`src/rtl/three_deshuffler.sv`:
```
// 3-parallel inverse stride shuffler: returns each 3*D-beat block from the
// transposed (delay-commutator) order to lane-major natural order.
module three_deshuffler #(
    parameter int W = 32,
    parameter int D = 4
) (
    input  logic         clk,
    input  logic         rst_n,
    input  logic         in_valid,
    input  logic [W-1:0] a,
    input  logic [W-1:0] b,
    input  logic [W-1:0] c,
    output logic [W-1:0] ao,
    output logic [W-1:0] bo,
    output logic [W-1:0] co,
    output logic         out_valid,
    output logic         out_sof
);

    localparam int IW = (D > 1) ? $clog2(D) : 1;
    localparam int PW = $clog2(2 * D + 1);

    // In-block beat t = g*D + i is tracked as the pair (g, i).
    logic [1:0]    g_q, g_d;
    logic [IW-1:0] i_q, i_d;
    logic          bank_q, bank_d;
    logic [PW-1:0] prime_q, prime_d;
    logic          primed;

    // Ping-pong banks indexed [bank][g][i][input lane].
    logic [W-1:0] mem_q [2][3][D][3];

    logic [W-1:0] ao_q, bo_q, co_q;
    logic         out_valid_q, out_sof_q;

    logic [1:0]   k_rd;
    logic         bank_rd;
    logic [W-1:0] rd0, rd1, rd2;

    assign primed = (prime_q == PW'(2 * D));

    always_comb begin
        g_d     = g_q;
        i_d     = i_q;
        bank_d  = bank_q;
        prime_d = prime_q;
        if (in_valid) begin
            if (i_q == IW'(D - 1)) begin
                i_d = '0;
                if (g_q == 2'd2) begin
                    g_d    = 2'd0;
                    bank_d = ~bank_q;
                end else begin
                    g_d = g_q + 2'd1;
                end
            end else begin
                i_d = i_q + IW'(1);
            end
            if (!primed) begin
                prime_d = prime_q + PW'(1);
            end
        end
    end

    // Output slot is (t + D) mod 3D: same i, source lane k = (g+1) mod 3.
    // During g==2 the slot belongs to the block being written now; its lane-2
    // word is the word arriving on lane a this very beat, so it bypasses.
    always_comb begin
        k_rd    = (g_q == 2'd2) ? 2'd0 : g_q + 2'd1;
        bank_rd = (g_q == 2'd2) ? bank_q : ~bank_q;
        rd0     = mem_q[bank_rd][0][i_q][k_rd];
        rd1     = mem_q[bank_rd][1][i_q][k_rd];
        rd2     = (g_q == 2'd2) ? a : mem_q[bank_rd][2][i_q][k_rd];
    end

    always_ff @(posedge clk) begin
        if (!rst_n) begin
            g_q         <= '0;
            i_q         <= '0;
            bank_q      <= 1'b0;
            prime_q     <= '0;
            ao_q        <= '0;
            bo_q        <= '0;
            co_q        <= '0;
            out_valid_q <= 1'b0;
            out_sof_q   <= 1'b0;
            for (int bk = 0; bk < 2; bk++) begin
                for (int g = 0; g < 3; g++) begin
                    for (int i = 0; i < D; i++) begin
                        for (int k = 0; k < 3; k++) begin
                            mem_q[bk][g][i][k] <= '0;
                        end
                    end
                end
            end
        end else begin
            g_q     <= g_d;
            i_q     <= i_d;
            bank_q  <= bank_d;
            prime_q <= prime_d;
            if (in_valid) begin
                mem_q[bank_q][g_q][i_q][0] <= a;
                mem_q[bank_q][g_q][i_q][1] <= b;
                mem_q[bank_q][g_q][i_q][2] <= c;
                ao_q        <= rd0;
                bo_q        <= rd1;
                co_q        <= rd2;
                out_valid_q <= primed;
                out_sof_q   <= primed && (g_q == 2'd2) && (i_q == '0);
            end else begin
                out_valid_q <= 1'b0;
                out_sof_q   <= 1'b0;
            end
        end
    end

    assign ao        = ao_q;
    assign bo        = bo_q;
    assign co        = co_q;
    assign out_valid = out_valid_q;
    assign out_sof   = out_sof_q;

endmodule

```
`config.mk`:
```
export PLATFORM = sky130hd
export DESIGN_NAME = three_deshuffler
export DESIGN_NICKNAME = d
export VERILOG_FILES = /design/src/rtl/three_deshuffler.sv
export SDC_FILE = /design/constraint.sdc
export NUM_CORES = 2
export LEC_CHECK = 0
export ABC_AREA = 0
export CAP_MARGIN = 20
export CORE_MARGIN = 3
export CORE_UTILIZATION = 52
export DETAILED_ROUTE_END_ITERATION = 10
export GPL_ROUTABILITY_DRIVEN = 0
export PLACE_DENSITY = 0.68
export SLEW_MARGIN = 40
export SYNTH_ARGS = -nofsm -noshare
export SYNTH_HDL_FRONTEND = slang
export SYNTH_SLANG_ARGS = --single-unit
```
`constraint.sdc`:
```
create_clock -name clk -period 13.3 [get_ports clk]
set_input_delay 2.66 -clock clk [delete_from_list [all_inputs] [get_ports clk]]
set_output_delay 2.66 -clock clk [all_outputs]
set_load 0.01 [all_outputs]
```
# Word level (Yosys, flattened, before mapping)
# Memories as Yosys holds them, arrays and structs flattened.
# Index checks and enable logic that the tools add are counted.
[word_totals]
register_bits = 107
mem_bits_rw = 2304
inputBits = 99
out_inout_bits = 98
word_cells = 4687
n_memories = 1
[classes]
addsub = 3
magnitude_cmp = 5
n_eq_ne = 3
muxes = 2347
n_bitwise = 2309
n_reduce_logical = 10
[mem_list]
columns = ["name", "words", "width", "rd", "rd_clocked_by_memory_dff", "wr", "line_no", "text"]
rows = [
  ["mem_q", 2, 1152, 1, 0, 2, "31", "logic [W-1:0] mem_q [2][3][D][3];"],
]
[op_table]
columns = ["operator", "count"]
rows = [
  ["2-to-1 mux 1152 bit", 5],
  ["2-to-1 mux 1 bit", 2309],
  ["demux 384 bit (select 2 bit)", 3],
  ["bitwise OR 1 bit", 2304],
  ["2-to-1 mux 384 bit", 3],
  ["OR reduction 1152 bit", 1],
  ["2-to-1 mux 96 bit", 7],
  ["binary-select mux 96 bit (select 2 bit)", 3],
  ["demux 96 bit (select 2 bit)", 3],
  ["2-to-1 mux 32 bit", 8],
  ["binary-select mux 32 bit (select 2 bit)", 3],
  ["2-to-1 mux 64 bit", 1],
  ["greater-or-equal comparator 3 bit (second input constant)", 3],
  ["NOT 2 -> 3 bit", 3],
  ["less-than comparator 3 x 1 -> 1 bit (second input constant)", 2],
  ["AND reduction 2 bit", 3],
  ["adder 2 x 1 -> 2 bit (second input constant)", 2],
  ["adder 4 x 1 -> 4 bit (second input constant)", 1],
  ["== test 2 bit (second input constant)", 2],
  ["== test 4 bit (second input constant)", 1],
  ["logical AND 1 bit", 4],
  ["2-to-1 mux 2 bit", 2],
  ["AND reduction 3 bit", 1],
  ["zero test 2 bit", 1],
  ["NOT 1 bit", 2],
]

# Depth between registers and ports, before layout
[depth]
word_depth = 12
ltp_mapped = 12
mapped_depth_nobuf = 6

# Worst setup path before layout
# No wires, ideal clock.
[synth_path]
path_kind = "input -> register"
from = "input rst_n"
to = "memory mem_q[1][0] (netlist bit), enable pin"
setup_ns = 0.693
arrival_time_ns = 10.763
required_ns = 12.607
path_slack_ns = 1.844
cell_stages = 7
path_buffers = 2
path_cell_list = "and2_1 > nand2_1 > nor2_1 > clkbuf_1 > nand2_1 > clkbuf_1 > o31ai_1"
[synth_rtl]
columns = ["item", "line_no", "text"]
rows = [
  ["start, declared", "8", "input logic rst_n,"],
  ["end, declared", "31", ""],
]

==> flow_summary.yaml <==
logic_synthesis:
  ys_seq_elements: 2411
  synth.distinct_cells: 70
  synth_enable_flop_cells: 2304
  synthFlopType: "edfxtp_1"
  synth_seq_area_share_pct: 66.0
  syn_avg_cell_area_um2: 13.8
  synth_cells: 7849
  synth.net_count: 7954
  async_reset_ff_share_pct: 0
  yosysWarnings: 0
  syn_area_um2: 108000
cells_and_area:
  area_growth_pct: 11.3
  layout.nets: 7753
  fill_cells: 15710
  final_layout_size_suffix_gt1_share_pct: 15.9
  fin_cells: 10572
  utilization_pct: 58.5
setup_path:
  cp_common_cell: "buf_4"
  worstPathMaxFanout: 65
  path_cells: "clkbuf_8, and2_2, buf_4, nand2_1, nor2_4, nand2_1, nand2_4, buf_4, buf_12, buf_4"
  crit_type: "primary input to flop"
  slowest_delay_ns: 0.66
  cp_slowest_cell: "nor2_4"
  cp-end-kind: "flop"
  arrival_ns: 7.36
  critPathRequiredTime_ns: 13.81
  cp-start-kind: "primary input"
power_and_ir_drop:
  p_leak_nw: 44.3
  peakVddDrop_mv: 0.153
  pwr_density_cell_nw_per_um2: 141
  power_mw: 17.0
sta:
  rsz0062_at_grt: "no"
  setup_tns_ns: 0
  hold_violations: 0
  max_freq_mhz: 146
  finalWorstSetupSlack_ns: 6.44
  tightest_slew_ns: 0.939
  period_minus_slack_ns: 6.86
  slew_viol_final: 0
  fin_skew_ns: 0.0536
  slew_headroom_pct: 37.2
  period_share_pct: 51.5
  finalSetupViolCount: 0
die:
  die_h_um: 462
  fp-row-count: 166
  start_util_pct: 52.6
  dieWidth_um: 462
  dieArea_um2: 213000
  coreArea_um2: 206000
  io_pins: 197
global_routing:
  grt_overflow: 0
  grt_max_degree: 154
  grt_pass1_wl_mm: 532
  antenna_found_initial: 60
  grt_usage_pct: 35.4
  grt_pass1_vias: 69806
detailed_routing:
  first_pass_iters: 8
  viasPerCell: 6.92
  vias: 73157
  drt-total-wl_mm: 378
  detail-route-antenna-nets: 0
  drc: 0
  wl_per_cell_um: 35.7
  first_iter_violations: 12583
clock_network:
  clockBufferDepth: 3
  clk_latency_ns: 0.91
  root_buffer: "clkbuf_16"
  post_cts.repair.setup_buffers: 0
  ctsHoldBuffers: 0
  cts_inserted_buffers: 238
  cts.clk_slew.worst_paths_ns: 0.06
  tritoncts: "yes"
  cts_max_level: 4
  cts_sinks: 2411
  post_cts_resized: 0
flow_run:
  drv_cap: 0
outcome:
  run_status: "finished clean"
place:
  dp_cells: 10088
  place.port_buffers: 196
  dp_slack_ns: 5.64
  hpwl_mm: 213
hold_path:
  hp-class: "flop to flop"
==> per-layer routing <==
metal | GRT usage, % | share of wire, % | up-vias
met1 | 47.5 | 35 | 36594
met5 | 0 | 0.079 | -
met4 | 17.5 | 5.7 | 48
met2 | 51.1 | 43 | 6123
met3 | 12.8 | 16 | 1086
li1 | - | - | 29306
==> sequential cells by signal, indices dropped and copies added, names as in the netlist <==
signal / count
ao: 32
g_q: 2
i_q: 2
co: 32
mem_q: 2304
out_valid: 1
bank_q: 1
prime_q: 4
out_sof: 1
bo: 32
==> synthesized netlist by cell type, types with 9 or more instances <==
cell | count | area share (%)
o21ai_0 | 876 | 4.1
dfxtp_1 | 107 | 2.0
and4_1 | 15 | 0.12
inv_1 | 39 | 0.14
a31oi_1 | 68 | 0.39
nand2_1 | 1053 | 3.7
a221o_1 | 16 | 0.15
o211ai_1 | 9 | 0.062
or3_1 | 17 | 0.098
nor2_1 | 162 | 0.56
a22oi_1 | 53 | 0.37
mux2_1 | 17 | 0.18
clkbuf_1 | 756 | 2.6
buf_4 | 27 | 0.19
a221oi_1 | 31 | 0.25
buf_1 | 30 | 0.10
nand2b_1 | 11 | 0.064
mux4_2 | 480 | 10
nor2b_1 | 13 | 0.075
and3_1 | 801 | 4.6
mux2i_1 | 71 | 0.66
o22ai_1 | 24 | 0.14
o221ai_1 | 22 | 0.18
a22o_1 | 45 | 0.36
mux2_2 | 22 | 0.23
nor3_1 | 9 | 0.042
nand4_1 | 15 | 0.087
a211o_1 | 12 | 0.097
nor4b_1 | 15 | 0.12
o31ai_1 | 10 | 0.069
buf_6 | 24 | 0.25
a21oi_1 | 141 | 0.65
a41o_1 | 10 | 0.093
buf_2 | 32 | 0.15
edfxtp_1 | 2304 | 64
and2_1 | 393 | 2.3
nand3_1 | 34 | 0.16
==> worst max-delay path: cells and delay by family <==
family        cells  cell delay (ns)
simple gates      5             1.93
buf+inv           5             2.57
==> cell usage in the layout (no fill, tap or decap), types with 17 or more instances in the layout <==
master	n
clkinv_2	46
clkbuf_1	67
a22o_1	45
a21oi_1	139
mux2i_1	71
nand3_1	34
buf_4	151
and3_1	801
or3_1	17
buf_6	47
o22ai_1	24
clkinv_1	46
mux2_2	22
nand2_1	1025
clkbuf_8	27
mux4_2	480
dfxtp_1	102
edfxtp_1	2304
a31oi_1	68
o221ai_1	22
o21ai_0	866
a221oi_1	31
nor2_1	130
inv_1	38
a22oi_1	53
diode_2	24
mux2_1	17
nor2_4	28
buf_12	20
clkbuf_16	240
and2_1	391
clkdlybuf4s50_1	130
buf_2	64
==> layout make-up <==
cell class,instances,area [µm²],area share (%)
clock buffers,331,6590,5.47
clock inverters,121,1050,0.870
well taps,2688,3360,2.80
inverters,40,151,0.126
diodes,24,60.1,0.0499
repair buffers,432,4140,3.44
multi-input cells,4525,33600,27.9
flip-flops and latches,2411,71300,59.3
==> kinds of logic after synthesis <==
group | Yosys count | synth area share, %
and+or+nand+nor | 2549 | 12.0
DFF | 2411 | 66.0
AOI/OAI and AO/OA | 1373 | 7.32
buffers and inverters | 913 | 3.52
muxes | 590 | 11.1
xor gates and xnor gates | 7 | 0.0914
adders and majority gates | 6 | 0.0694
==> stage by stage <==
step / area (µm²) / hold slack (ns)
after floorplan: 108000 / 0.473
after global placement: 112000 / 0.470
after detailed placement: 112000 / 0.473
after CTS: 120000 / 0.490
after global routing: 120000 / 0.502
final: 120000 / 0.486
==> final timing paths <==
check	from	end	slack, ns	cells after the start
max	rst_n	mem_q[0][813]	6.44	10
max reg2reg	i_q[1]	mem_q[0][703]	7.84	10
min reg2reg	co[29]	co[29]	0.49	1
min	co[29]	co[29]	0.49	1
==> where the power goes <==
group          switching, mW  leakage (nW)  internal, mW
clock network           2.98          3.74          3.69
registers              0.153          24.7          8.73
logic                  0.993          15.9         0.432
total                   4.13          44.3          12.9
(Power assumes the default switching activity.)
